[src/rtl/div_pkg.sv]
// Shared types for the iterative divider: FSM state and exception codes.
package div_pkg;

  typedef enum logic [1:0] {
    ST_IDLE = 2'd0,
    ST_CALC = 2'd1,
    ST_DONE = 2'd2
  } div_state_t;

  typedef enum logic [1:0] {
    EXC_NONE        = 2'd0,
    EXC_OVERFLOW    = 2'd1,
    EXC_DIV_BY_ZERO = 2'd2
  } div_exc_t;

endpackage

[src/rtl/iterative_divider_if.sv]
// Handshake/operand/result bundle for iterative_divider.
// Sticky flag signals exist only when DIV_STICKY_FLAGS_EN is defined.
interface iterative_divider_if #(parameter int WIDTH = 32);
  logic             start;
  logic             signed_mode;
  logic [WIDTH-1:0] dividend;
  logic [WIDTH-1:0] divisor;
  logic             ready;
  logic             valid;
  logic [WIDTH-1:0] quotient;
  logic [WIDTH-1:0] remainder;
  logic             overflow;
  logic             div_by_zero;
`ifdef DIV_STICKY_FLAGS_EN
  logic             flag_clr;
  logic             sticky_overflow;
  logic             sticky_div_by_zero;

  modport master (
    output start, signed_mode, dividend, divisor, flag_clr,
    input  ready, valid, quotient, remainder, overflow, div_by_zero,
           sticky_overflow, sticky_div_by_zero
  );
  modport slave (
    input  start, signed_mode, dividend, divisor, flag_clr,
    output ready, valid, quotient, remainder, overflow, div_by_zero,
           sticky_overflow, sticky_div_by_zero
  );
`else
  modport master (
    output start, signed_mode, dividend, divisor,
    input  ready, valid, quotient, remainder, overflow, div_by_zero
  );
  modport slave (
    input  start, signed_mode, dividend, divisor,
    output ready, valid, quotient, remainder, overflow, div_by_zero
  );
`endif
endinterface

[src/rtl/div_exception_detect.sv]
// Combinational classification of an operand pair: divide-by-zero,
// signed overflow (most-negative / -1) or none.
module div_exception_detect
  import div_pkg::*;
#(
  parameter int WIDTH = 32
) (
  input  logic [WIDTH-1:0] dividend,
  input  logic [WIDTH-1:0] divisor,
  input  logic             signed_mode,
  output div_exc_t         exc
);

  // Classify operands; zero divisor takes precedence in both modes
  always_comb begin
    exc = EXC_NONE;
    if (divisor == {WIDTH{1'b0}}) begin
      exc = EXC_DIV_BY_ZERO;
    end else if (signed_mode &&
                 (dividend == {1'b1, {(WIDTH-1){1'b0}}}) &&
                 (divisor == {WIDTH{1'b1}})) begin
      exc = EXC_OVERFLOW;
    end else begin
      exc = EXC_NONE;
    end
  end

endmodule

[src/rtl/iterative_divider.sv]
// Radix-2 restoring divider, one quotient bit per cycle, signed/unsigned.
// Optional sticky exception flags under DIV_STICKY_FLAGS_EN.
module iterative_divider
  import div_pkg::*;
#(
  parameter int WIDTH = 32
) (
  input  logic              clk,
  input  logic              rst_n,
  iterative_divider_if.slave bus
);

  localparam int CW = $clog2(WIDTH + 1);

  div_state_t       state_r, state_nx_s;
  div_exc_t         exc_s;
  logic             accept_s, last_iter_s;
  logic [WIDTH:0]   shifted_s, trial_s;
  logic [WIDTH-1:0] rem_r, rem_nx_s, quo_r, quo_nx_s, div_r;
  logic [WIDTH-1:0] mag_a_s, mag_b_s, fin_q_s, fin_r_s, exc_q_s, exc_r_s;
  logic [CW-1:0]    cnt_r;
  logic             neg_q_r, neg_r_r, neg_a_s, neg_b_s;
  logic [WIDTH-1:0] res_q_r, res_r_r;
  logic             res_ovf_r, res_dbz_r, fire_r;

  div_exception_detect #(.WIDTH(WIDTH)) u_exc (
    .dividend    (bus.dividend),
    .divisor     (bus.divisor),
    .signed_mode (bus.signed_mode),
    .exc         (exc_s)
  );

  assign accept_s    = bus.start && (state_r != ST_CALC);
  assign last_iter_s = (state_r == ST_CALC) && (cnt_r == CW'(WIDTH - 1));
  assign neg_a_s     = bus.signed_mode && bus.dividend[WIDTH-1];
  assign neg_b_s     = bus.signed_mode && bus.divisor[WIDTH-1];
  // Unsigned negation of -2^(WIDTH-1) yields exactly 2^(WIDTH-1) as a magnitude
  assign mag_a_s     = neg_a_s ? ({WIDTH{1'b0}} - bus.dividend) : bus.dividend;
  assign mag_b_s     = neg_b_s ? ({WIDTH{1'b0}} - bus.divisor) : bus.divisor;

  // One restoring step on the WIDTH+1-bit partial remainder
  always_comb begin
    shifted_s = {rem_r, quo_r[WIDTH-1]};
    trial_s   = shifted_s - {1'b0, div_r};
    if (!trial_s[WIDTH]) begin
      rem_nx_s = trial_s[WIDTH-1:0];
      quo_nx_s = {quo_r[WIDTH-2:0], 1'b1};
    end else begin
      rem_nx_s = shifted_s[WIDTH-1:0];
      quo_nx_s = {quo_r[WIDTH-2:0], 1'b0};
    end
    fin_q_s = neg_q_r ? ({WIDTH{1'b0}} - quo_nx_s) : quo_nx_s;
    fin_r_s = neg_r_r ? ({WIDTH{1'b0}} - rem_nx_s) : rem_nx_s;
  end

  // Fixed results for exceptional operand pairs
  always_comb begin
    case (exc_s)
      EXC_DIV_BY_ZERO: begin
        exc_q_s = {WIDTH{1'b1}};
        exc_r_s = bus.dividend;
      end
      EXC_OVERFLOW: begin
        exc_q_s = bus.dividend;
        exc_r_s = {WIDTH{1'b0}};
      end
      default: begin
        exc_q_s = {WIDTH{1'b0}};
        exc_r_s = {WIDTH{1'b0}};
      end
    endcase
  end

  // FSM state register
  always_ff @(posedge clk) begin
    if (!rst_n) begin
      state_r <= ST_IDLE;
    end else begin
      state_r <= state_nx_s;
    end
  end

  // FSM next-state logic
  always_comb begin
    state_nx_s = state_r;
    case (state_r)
      ST_IDLE, ST_DONE: begin
        if (accept_s) begin
          state_nx_s = (exc_s == EXC_NONE) ? ST_CALC : ST_DONE;
        end else begin
          state_nx_s = ST_IDLE;
        end
      end
      ST_CALC: begin
        if (last_iter_s) begin
          state_nx_s = ST_DONE;
        end else begin
          state_nx_s = ST_CALC;
        end
      end
      default: state_nx_s = ST_IDLE;
    endcase
  end

  // Operand capture, iteration and staging of the finished result
  always_ff @(posedge clk) begin
    if (!rst_n) begin
      rem_r     <= {WIDTH{1'b0}};
      quo_r     <= {WIDTH{1'b0}};
      div_r     <= {WIDTH{1'b0}};
      cnt_r     <= {CW{1'b0}};
      neg_q_r   <= 1'b0;
      neg_r_r   <= 1'b0;
      res_q_r   <= {WIDTH{1'b0}};
      res_r_r   <= {WIDTH{1'b0}};
      res_ovf_r <= 1'b0;
      res_dbz_r <= 1'b0;
      fire_r    <= 1'b0;
    end else if (accept_s) begin
      rem_r   <= {WIDTH{1'b0}};
      quo_r   <= mag_a_s;
      div_r   <= mag_b_s;
      cnt_r   <= {CW{1'b0}};
      neg_q_r <= neg_a_s ^ neg_b_s;
      neg_r_r <= neg_a_s;
      if (exc_s != EXC_NONE) begin
        res_q_r   <= exc_q_s;
        res_r_r   <= exc_r_s;
        res_ovf_r <= (exc_s == EXC_OVERFLOW);
        res_dbz_r <= (exc_s == EXC_DIV_BY_ZERO);
        fire_r    <= 1'b1;
      end else begin
        fire_r    <= 1'b0;
      end
    end else if (state_r == ST_CALC) begin
      rem_r <= rem_nx_s;
      quo_r <= quo_nx_s;
      cnt_r <= cnt_r + CW'(1);
      if (last_iter_s) begin
        res_q_r   <= fin_q_s;
        res_r_r   <= fin_r_s;
        res_ovf_r <= 1'b0;
        res_dbz_r <= 1'b0;
        fire_r    <= 1'b1;
      end else begin
        fire_r    <= 1'b0;
      end
    end else begin
      fire_r <= 1'b0;
    end
  end

  // Registered outputs; results only move together with a valid pulse
  always_ff @(posedge clk) begin
    if (!rst_n) begin
      bus.ready       <= 1'b1;
      bus.valid       <= 1'b0;
      bus.quotient    <= {WIDTH{1'b0}};
      bus.remainder   <= {WIDTH{1'b0}};
      bus.overflow    <= 1'b0;
      bus.div_by_zero <= 1'b0;
    end else begin
      bus.ready <= (state_nx_s != ST_CALC);
      bus.valid <= fire_r;
      if (fire_r) begin
        bus.quotient    <= res_q_r;
        bus.remainder   <= res_r_r;
        bus.overflow    <= res_ovf_r;
        bus.div_by_zero <= res_dbz_r;
      end else begin
        bus.quotient    <= bus.quotient;
        bus.remainder   <= bus.remainder;
        bus.overflow    <= bus.overflow;
        bus.div_by_zero <= bus.div_by_zero;
      end
    end
  end

`ifdef DIV_STICKY_FLAGS_EN
  // Sticky flags: a result carrying the flag wins over a same-cycle clear
  always_ff @(posedge clk) begin
    if (!rst_n) begin
      bus.sticky_overflow    <= 1'b0;
      bus.sticky_div_by_zero <= 1'b0;
    end else begin
      bus.sticky_overflow    <= (bus.sticky_overflow & ~bus.flag_clr) |
                                (fire_r & res_ovf_r);
      bus.sticky_div_by_zero <= (bus.sticky_div_by_zero & ~bus.flag_clr) |
                                (fire_r & res_dbz_r);
    end
  end
`endif

endmodule

[src/flat_wrapper.sv]
// flat-port wrapper written by rule: the top's interface ports become plain ports
module iterative_divider_flat import div_pkg::*;
#(
  parameter int WIDTH = 32
)
  (clk, rst_n, bus_start, bus_signed_mode, bus_dividend, bus_divisor, bus_ready, bus_valid, bus_quotient, bus_remainder, bus_overflow, bus_div_by_zero);
  iterative_divider_if #(.WIDTH(WIDTH)) bus_i ();
  input  logic clk;
  input  logic rst_n;
  input wire logic [$bits(bus_i.start)-1:0] bus_start;
  input wire logic [$bits(bus_i.signed_mode)-1:0] bus_signed_mode;
  input wire logic [$bits(bus_i.dividend)-1:0] bus_dividend;
  input wire logic [$bits(bus_i.divisor)-1:0] bus_divisor;
  output wire logic [$bits(bus_i.ready)-1:0] bus_ready;
  output wire logic [$bits(bus_i.valid)-1:0] bus_valid;
  output wire logic [$bits(bus_i.quotient)-1:0] bus_quotient;
  output wire logic [$bits(bus_i.remainder)-1:0] bus_remainder;
  output wire logic [$bits(bus_i.overflow)-1:0] bus_overflow;
  output wire logic [$bits(bus_i.div_by_zero)-1:0] bus_div_by_zero;
  assign bus_i.start = bus_start;
  assign bus_i.signed_mode = bus_signed_mode;
  assign bus_i.dividend = bus_dividend;
  assign bus_i.divisor = bus_divisor;
  assign bus_ready = bus_i.ready;
  assign bus_valid = bus_i.valid;
  assign bus_quotient = bus_i.quotient;
  assign bus_remainder = bus_i.remainder;
  assign bus_overflow = bus_i.overflow;
  assign bus_div_by_zero = bus_i.div_by_zero;
  iterative_divider #(.WIDTH(WIDTH)) u_core (.clk(clk), .rst_n(rst_n), .bus(bus_i));
endmodule
[config.mk]
export PLATFORM = sky130hd
export DESIGN_NAME = iterative_divider_flat
export DESIGN_NICKNAME = d
export VERILOG_FILES = /design/src/rtl/div_pkg.sv /design/src/rtl/iterative_divider_if.sv /design/src/rtl/div_exception_detect.sv /design/src/rtl/iterative_divider.sv /design/src/flat_wrapper.sv
export SDC_FILE = /design/constraint.sdc
export NUM_CORES = 1
export LEC_CHECK = 0
export ABC_AREA = 1
export CORE_MARGIN = 2
export CORE_UTILIZATION = 47
export DETAILED_ROUTE_END_ITERATION = 10
export HOLD_SLACK_MARGIN = 0.15
export PLACE_DENSITY_LB_ADDON = 0.2
export SYNTH_ARGS = -nofsm -noshare
export SYNTH_HDL_FRONTEND = slang
export SYNTH_SLANG_ARGS = --single-unit
[constraint.sdc]
create_clock -name clk -period 5.25 [get_ports clk]
set_input_delay 1.3125 -clock clk [delete_from_list [all_inputs] [get_ports clk]]
set_output_delay 1.3125 -clock clk [all_outputs]
set_load 0.03 [all_outputs]
==> results.json, run 1 <==
{
  "netlist_top_cells_count": "nand2_1, inv_1, nor2_1",
  "placed_area_um2": 17100,
  "min-delay-path-class": "flop to flop",
  "io_buffers": 135,
  "routed-wl-met2_mm": 24.7,
  "rsz0062_at_grt": "no",
  "fin_nets": 2623,
  "arrival_ns": 4.85,
  "track_usage": 0.298,
  "max_slew_margin": 0.199,
  "multi_input_area_um2": 8950,
  "worst-r2r-setup-slack_ns": 0.89,
  "cts.clk_slew.worst_paths_ns": 0.06,
  "coreArea_um2": 32500,
  "hpwlAfterDp_mm": 39.6,
  "stdcell_area_um2": 18000,
  "drt-total-wl_mm": 52.1,
  "synth_fp_nets": 2539,
  "async_flop_share": 0,
  "cp_slowest_stage_delay_ns": 0.40,
  "fillers": 3228,
  "io_pins": 136,
  "clk_path_buf_depth": 3,
  "p_leak_nw": 8.53,
  "yosysSeqAreaShare": 0.312,
  "insertion_delay_ns": 0.56,
  "grt_max_degree": 132,
  "min_from": "u_core.div_r[28]",
  "min_to": "u_core.div_r[28]",
  "ir_drop_v": 0.000276,
  "fin_tns_setup_ns": 0,
  "cp-end-kind": "flop",
  "clock_skew_ns": 0.0235,
  "die_y_um": 185,
  "area_growth_pct": 16.4,
  "yosys.area.top_type": "dfxtp_1",
  "ant_nets": 0,
  "grt_pass1_wl_mm": 80.8,
  "tritoncts": "done",
  "slew_violations": 0,
  "register_area_um2": 4830,
  "syn_inst": 2432,
  "drc": 0,
  "fin_crit_ns": 4.36,
  "crit_slowest_cell": "fa_1",
  "synth_edf_count": 0,
  "antenna_found_initial": 0,
  "cpMostUsedCell": "nand2_4",
  "rows": 66,
  "htree_num_levels": 1,
  "gp_congestion": 0.965,
  "hold_depth": 2,
  "drtPass1Iterations": 7,
  "worstSetupPathType": "flop to flop",
  "setup-violations-final": 0,
  "ys_ff_latch": 241,
  "syn_area_per_cell_um2": 6.35,
  "cts-root-buf": "clkbuf_16",
  "post_cts_buffers": 0,
  "wl_per_cell_um": 17.5,
  "max_freq_ghz": 0.230,
  "setup.worst_path.start": "u_core.quo_r[31]",
  "cts_buffers": 28,
  "synth.most_common_cell": "nand2_1",
  "clkSinkCount": 241,
  "die-area_um2": 34300,
  "synthDistinctLibCells": 57,
  "rr_endpoint": "u_core.res_q_r[30]",
  "grt_pass1_vias": 15100,
  "via_per_inst": 5.45,
  "vias": 16200,
  "wl_met1_mm": 22.7,
  "overflow": 0,
  "drt-initial-drc-count": 1262,
  "fin_crit_sh": 0.830,
  "holdBufCountCts": 0,
  "layout-drive-gt1-share": 0.0694,
  "wl_met3_mm": 2.64,
  "top_layer": "met4",
  "synth_area_leaders": "dfxtp_1, nand2_1, inv_1, nor2_1, o21ai_0",
  "synthFlopType": "dfxtp_1",
  "netlist_area_um2": 15400,
  "critPathMaxFanout": 22,
  "cap_violations": 0,
  "power_density_nw_per_um2": 349,
  "hold_violations": 0,
  "start_kind": "flop",
  "start_util": 0.476,
  "status": "complete, no violations",
  "crit_required_ns": 5.74,
  "r2r_cells": 29,
  "ctsResizeCount": 0,
  "synth_top_area_share": 0.312,
  "n_antenna_cell": 0,
  "r2r_start": "u_core.quo_r[31]",
  "fp.dieW_um": 185,
  "tightest_slew_ns": 1.20,
  "synth.yosys.warnings": 0
}
[cell type report]
class,count,share of cell area
Multi-Input combinational cell,1757,0.498
Timing Repair Buffer,157,0.0849
Clock buffer,40,0.0448
Sequential cell,241,0.268
Inverter,331,0.0691
Clock inverter,11,0.00431
Tap cell,442,0.0307
[cells in the final DEF (no fill, tap or decap), types with 7 or more instances in the layout]
cell type / Yosys / routed
buf_4: 0 / 22
o21ai_0: 214 / 214
nand4_1: 35 / 35
clkinv_2: 0 / 7
nand2_2: 32 / 32
ha_1: 38 / 38
xor2_1: 23 / 23
nor2_4: 10 / 11
clkdlybuf4s50_1: 0 / 134
nand2_4: 9 / 9
clkbuf_16: 0 / 28
nand2_1: 506 / 506
nand3b_1: 10 / 10
o211ai_1: 25 / 25
nand3_1: 140 / 140
nor2_2: 10 / 11
xnor2_1: 23 / 23
o221ai_1: 15 / 15
inv_1: 313 / 312
dfxtp_1: 241 / 240
or2_2: 7 / 7
o22ai_1: 19 / 19
inv_2: 14 / 15
o21bai_1: 8 / 8
nor2_1: 309 / 307
a21oi_1: 196 / 196
o21ai_1: 10 / 10
nor3_1: 41 / 41
nor4_1: 10 / 10
o31ai_1: 8 / 8
[metal layers]
layer,GRT usage,up-vias
met5,0,-
li1,-,8107
met2,0.517,543
met4,0.108,0
met1,0.385,7453
met3,0.0254,121
[how the worst max path moves through the flow]
stage / end / slack [ns] / cells past startpoint
after floorplan: u_core.res_q_r[30] / 1.43 / 30
after global placement: u_core.res_r_r[0] / 0.76 / 18
after detailed placement: u_core.res_r_r[0] / 0.62 / 18
after CTS: u_core.res_q_r[30] / 0.97 / 29
after global routing: u_core.res_q_r[30] / 0.30 / 29
final: u_core.res_q_r[30] / 0.89 / 29
[critical path, delay by kind of cell, from the launching register on]
| family | cells | cell delay (ns) |
|---|---|---|
| AO/OA/AOI/OAI | 5 | 0.64 |
| buffers and inverters | 4 | 0.37 |
| adder cells (fa/ha/maj) | 3 | 0.80 |
| flip-flops | 1 | 0.33 |
| AND/OR/NAND/NOR | 17 | 2.13 |
[metrics by stage]
stage,utilization,hold slack (ns),setup slack (ns),instances,power [W]
after floorplan,-,0.422,1.43,2432,0.00375
after global placement,0.527,0.438,0.762,2928,0.00437
after detailed placement,0.527,0.440,0.619,2928,0.00440
after CTS,0.554,0.455,0.968,2979,0.00627
after global routing,0.554,0.497,0.301,2979,0.00664
final,0.554,0.459,0.893,2979,0.00628
[logic make-up after synthesis]
logic type,Yosys count,share of synthesized area
AND/OR/NAND/NOR,1138,0.326
AO/OA/AOI/OAI,534,0.195
buffers and inverters,434,0.109
flip-flops,241,0.312
XOR/XNOR,46,0.0261
adder cells (fa/ha/maj),39,0.0321
[where the power goes]
group / internal (W) / switching (W)
sequential: 0.00189 / 0.0000628
combinational: 0.000731 / 0.00171
clock: 0.00107 / 0.000812
[state kept, by name (all words and copies together) (netlist names), 2 cells and up]
name and flops:
u_core.bus.quotient 32, u_core.bus.remainder 32, u_core.div_r 32, u_core.quo_r 32
u_core.rem_r 32, u_core.res_q_r 32, u_core.res_r_r 32, u_core.cnt_r 6
u_core.state_r 2
(Power assumes the default switching activity.)
==> run 2: changes to the inputs <==
==> constraint.sdc (replaced) <==
create_clock -name clk -period 3.9 [get_ports clk]
set_input_delay 0.975 -clock clk [delete_from_list [all_inputs] [get_ports clk]]
set_output_delay 0.975 -clock clk [all_outputs]
set_load 0.03 [all_outputs]
==> run 2 against run 1 <==
Clock power grew 65%; setup slack lost 0.64 ns; first-iteration DRC count grew 11%; largest cell class unchanged; largest power group unchanged.
==> results.json, run 2 (synthesis results as in run 1) <==
{
  "max_slew_margin": 0.503,
  "insertion_delay_ns": 0.56,
  "cts.clk_slew.worst_paths_ns": 0.07,
  "n_antenna_cell": 0,
  "start_util": 0.476,
  "fin_nets": 2736,
  "fin_crit_sh": 0.934,
  "cap_violations": 0,
  "worstSetupPathType": "flop to flop",
  "drc": 0,
  "cts-root-buf": "clkbuf_16",
  "gp_congestion": 0.987,
  "fillers": 3189,
  "die-area_um2": 34300,
  "grt_pass1_vias": 15400,
  "htree_num_levels": 1,
  "hold_violations": 0,
  "fp.dieW_um": 185,
  "grt_pass1_wl_mm": 82.6,
  "drtPass1Iterations": 6,
  "layout-drive-gt1-share": 0.118,
  "stdcell_count": 3093,
  "vias": 16800,
  "start_kind": "flop",
  "track_usage": 0.305,
  "hpwlAfterDp_mm": 41.0,
  "placed_area_um2": 17900,
  "ant_nets": 0,
  "coreArea_um2": 32500,
  "io_buffers": 135,
  "max_freq_ghz": 0.274,
  "stdcell_area_um2": 19200,
  "power_density_nw_per_um2": 487,
  "crit_required_ns": 4.39,
  "grt_max_degree": 69,
  "rows": 66,
  "clock_skew_ns": 0.0154,
  "worst-r2r-setup-slack_ns": 0.26,
  "layout_commonest_cell": "nand2_1",
  "power.share.switching": 0.385,
  "place_inst": 3030,
  "p_seq_frac": 0.282,
  "drt-initial-drc-count": 1401,
  "overflow": 0,
  "clkSinkCount": 241,
  "io_pins": 136,
  "cts_buffers": 28,
  "intPower_w": 0.00575,
  "combPwrFrac": 0.386,
  "fin_ws_ns": 0.256,
  "fin_crit_ns": 3.64,
  "fin_hold_ws_ns": 0.472,
  "via_per_inst": 5.42,
  "wl_per_cell_um": 17.2,
  "min-delay-path-class": "flop to flop",
  "die_y_um": 185,
  "area_growth_pct": 24.4,
  "cp-end-kind": "flop",
  "drt-total-wl_mm": 53.3,
  "mostFrequentLayoutCells": "nand2_1, inv_1, nor2_1",
  "p_sw_w": 0.00361,
  "clk_path_buf_depth": 3,
  "status": "complete, no violations",
  "pre_cts_ws_ns": 0.0160,
  "clkPwrFrac": 0.332,
  "holdBufCountCts": 0,
  "slew_violations": 0,
  "setup-violations-final": 0,
  "arrival_ns": 4.13,
  "tightest_slew_ns": 0.740,
  "p_leak_nw": 9.17,
  "ir_drop_v": 0.000352,
  "tritoncts": "done",
  "antenna_found_initial": 0,
  "critPathMaxFanout": 11
}
run 2: cell types whose count changed in the layout (fill, tap and decap cells not counted), sizes merged:
cell and delta:
inv +3, bufinv +9, buf +112, clkbuf -8, clkinv -3, nand2 +1
run 2: path summary, 6_finish.rpt:
check | endpoint | startpoint | cells past startpoint
setup / recovery | u_core.res_r_r[30] | u_core.rem_r[12] | 21
hold / removal | u_core.div_r[28] | u_core.div_r[28] | 2
setup reg to reg | u_core.res_r_r[30] | u_core.rem_r[12] | 21
hold reg to reg | u_core.div_r[28] | u_core.div_r[28] | 2
run 2: per-stage QoR:
stage,total power (W),utilization,TNS (ns)
after floorplan,0.00505,-,0
after global placement,0.00609,0.551,0
after detailed placement,0.00613,0.551,0
after CTS,0.00923,0.585,0
after global routing,0.00987,0.592,-0.00242
final,0.00935,0.592,0
run 2: critical path: stages, from the launching register on:
cell	delay, ns
dfxtp_1	0.42
ha_1	0.31
nand2_1	0.18
nor2_4	0.07
buf_4	0.14
a21oi_4	0.18
nand2_4	0.09
nand2_8	0.08
nand2_4	0.06
buf_4	0.15
nand2_8	0.12
nand2_4	0.11
o21ai_4	0.18
ha_2	0.22
nand3_1	0.14
nor2_4	0.22
nand3_4	0.14
o21ai_4	0.28
nand2_1	0.09
nand2_1	0.06
nand3_1	0.16
a21oi_1	0.16
run 2: power by group through the flow:
stage	Clock, W	Sequential (W)	Combinational (W)
5_1_grt	0.00325	0.00264	0.00398
4_1_cts	0.00313	0.00263	0.00346
3_3_place_gp	0	0.00268	0.00341
3_5_place_dp	0	0.00269	0.00344
6_report	0.00310	0.00264	0.00361
2_1_floorplan	0	0.00266	0.00239
run 2: layout make-up:
type	instances	area [um2]	area share
Multi-Input combinational cell	1758	9100	0.474
Sequential cell	241	4830	0.251
Timing Repair Buffer	269	2390	0.125
Inverter	331	1240	0.0647
Clock buffer	32	746	0.0388
Tap cell	442	553	0.0288
Clock inverter	20	355	0.0185
run 2: repair_timing:
item	4_1_cts	5_1_grt
hold endpoints to repair	0	0
resized for setup	0	28
buffers inserted	0	10
setup endpoints to repair	0	9
run 2: layer usage:
metal	vias up	global-route usage	share of wire	wire length, um
met4	0	0.0997	0.036	1900
met5	-	0	0	0
li1	8349	-	-	-
met2	532	0.529	0.48	25700
met1	7768	0.396	0.43	22800
met3	109	0.0311	0.055	2960
==> run 3: changes to the inputs <==
--- a/config.mk
+++ b/config.mk
@@ -6,7 +6,6 @@
 export NUM_CORES = 1
 export LEC_CHECK = 0
 export ABC_AREA = 1
-export CORE_MARGIN = 2
 export CORE_UTILIZATION = 47
 export DETAILED_ROUTE_END_ITERATION = 10
 export HOLD_SLACK_MARGIN = 0.15
==> run 3 against run 2 <==
Global-route usage is 1.4 points higher; clock power down 2%; critical path depth rose by 3; cell count grew 0.26%; largest cell class unchanged; clock skew decreased by 0.0078 ns; largest power group unchanged; setup slack lost 0.044 ns; routed wire length up 2.1%; via count decreased by 0.50%; critical endpoint is now u_core.res_r_r[14].
==> results.json, run 3 (synthesis results as in run 1) <==
{
  "slew_violations": 0,
  "crit_slowest_cell": "ha_1",
  "p_sw_w": 0.00365,
  "path_cells": "inv_1 > ha_1 > nand2_1 > inv_2 > nand2_1 > nand2_1 > nand2_1 > nand2_1 > a21oi_4 > buf_4 > nand2_4 > buf_4 > nand2_8 > nand2_8 > o21ai_4 > ha_1 > nand3_1 > nor2_4 > nand3_4 > o21ai_4 > buf_4 > or2_1 > nand3_1 > a21oi_1",
  "cts_buffers": 29,
  "p_seq_frac": 0.283,
  "status": "complete, no violations",
  "placed_area_um2": 18000,
  "fin_crit_ns": 3.69,
  "max_slew_margin": 0.469,
  "intPower_w": 0.00565,
  "drtPass1Iterations": 6,
  "clkPwrFrac": 0.326,
  "setup-violations-final": 0,
  "power_density_nw_per_um2": 484,
  "final_util": 0.592,
  "worstSetupPathType": "flop to flop",
  "die-area_um2": 33600,
  "arrival_ns": 4.19,
  "mostFrequentLayoutCells": "nand2_1, inv_1, nor2_1",
  "cp-end-kind": "flop",
  "hold_violations": 0,
  "start_kind": "flop",
  "io_buffers": 135,
  "hpwlAfterDp_mm": 41.8,
  "die_y_um": 183,
  "drt-total-wl_mm": 54.5,
  "drt-initial-drc-count": 1479,
  "grt_pass1_vias": 15600,
  "cts-root-buf": "clkbuf_16",
  "stdcell_area_um2": 19200,
  "drc": 0,
  "p_total_w": 0.00930,
  "n_antenna_cell": 0,
  "critPathMaxFanout": 16,
  "holdBufCountCts": 0,
  "layout_commonest_cell": "nand2_1",
  "coreArea_um2": 32500,
  "ir_drop_v": 0.000365,
  "io_pins": 136,
  "top_usage_layer": "met2",
  "clk_path_buf_depth": 3,
  "fp.dieW_um": 183,
  "grt_use_met1": 0.417,
  "combPwrFrac": 0.390,
  "fin_crit_sh": 0.946,
  "clock_skew_ns": 0.00765,
  "grt.met2_usage": 0.530,
  "gp_congestion": 0.966,
  "power.share.switching": 0.393,
  "clkSinkCount": 241,
  "ant_nets": 0,
  "grt_pass1_wl_mm": 84.6,
  "cap_violations": 0,
  "tightest_slew_ns": 0.797,
  "htree_num_levels": 1,
  "p_leak_nw": 9.19,
  "fin_tns_setup_ns": 0,
  "min-delay-path-class": "flop to flop",
  "grt_max_degree": 86,
  "crit_required_ns": 4.40,
  "rows": 66,
  "antenna_found_initial": 0,
  "track_usage": 0.319,
  "fin_hold_ws_ns": 0.472,
  "fin_nets": 2744,
  "start_util": 0.476,
  "via_per_inst": 5.38,
  "max_freq_ghz": 0.271,
  "cp_slowest_stage_delay_ns": 0.34,
  "grt_util_met3": 0.0306,
  "cpMostUsedCell": "nand2_1",
  "cts.clk_slew.worst_paths_ns": 0.06,
  "rsz0062_at_grt": "yes",
  "overflow": 0,
  "insertion_delay_ns": 0.57,
  "tritoncts": "done",
  "layout-drive-gt1-share": 0.117,
  "wl_per_cell_um": 17.6,
  "vias": 16700,
  "area_growth_pct": 24.4
}
## run 3: cell count changes in the layout (fill, tap and decap cells not counted), sizes merged
cell and delta:
nand2 -1, bufinv -2, inv -1, clkinvlp +2, clkbuf +2, buf +8
## run 3: cell type report
cell class,instances,area [um2]
clock inverter,19,305
fill,3142,13200
timing repair buffer,277,2470
multi-input combinational,1757,9050
sequential,241,4830
tap,442,553
clock buffer,34,764
inverter,331,1240
## run 3: worst max-delay path: cells and delay by family (launching register included)
family                     cells  cell delay, ns
adders and majority gates      2            0.55
DFF                            1            0.31
AOI/OAI and AO/OA              4            0.83
buffers and inverters          5            0.57
and+or+nand+nor               13            1.37
## run 3: final timing paths
path | endpoint | cells past startpoint | slack [ns] | start
setup / recovery | u_core.res_r_r[14] | 24 | 0.21 | u_core.div_r[19]
hold / removal | u_core.bus.quotient[14] | 2 | 0.47 | u_core.res_q_r[14]
hold reg to reg | u_core.bus.quotient[14] | 2 | 0.47 | u_core.res_q_r[14]
setup reg to reg | u_core.res_r_r[14] | 24 | 0.21 | u_core.div_r[19]
## run 3: timing repair
action / 4_1_cts / 5_1_grt
hold endpoints to repair: 0 / 0
buffers inserted: 0 / 4
gates resized for setup: 0 / 19
setup endpoints to repair: 0 / 6
## run 3: layer usage
| metal | routed length (um) | vias to the layer above | share of wire |
|---|---|---|---|
| met2 | 25200 | 517 | 0.46 |
| li1 | - | 8337 | - |
| met4 | 2640 | 0 | 0.048 |
| met3 | 2820 | 127 | 0.052 |
| met5 | 0 | - | 0 |
| met1 | 23800 | 7693 | 0.44 |
## run 3: stage by stage
step                      setup slack (ns)  cells
after CTS                            0.157   3097
after detailed placement           -0.0306   3044
after global routing               -0.0469   3101
after global placement              0.0851   3044
after floorplan                     0.0809   2432
final                                0.212   3101
## run 3: power groups by stage
stage	registers, W	logic [W]	clock network, W
detailed placement	0.00269	0.00349	0
global placement	0.00268	0.00345	0
CTS	0.00263	0.00351	0.00306
global route	0.00264	0.00400	0.00316
finish	0.00264	0.00363	0.00303
floorplan	0.00266	0.00239	0
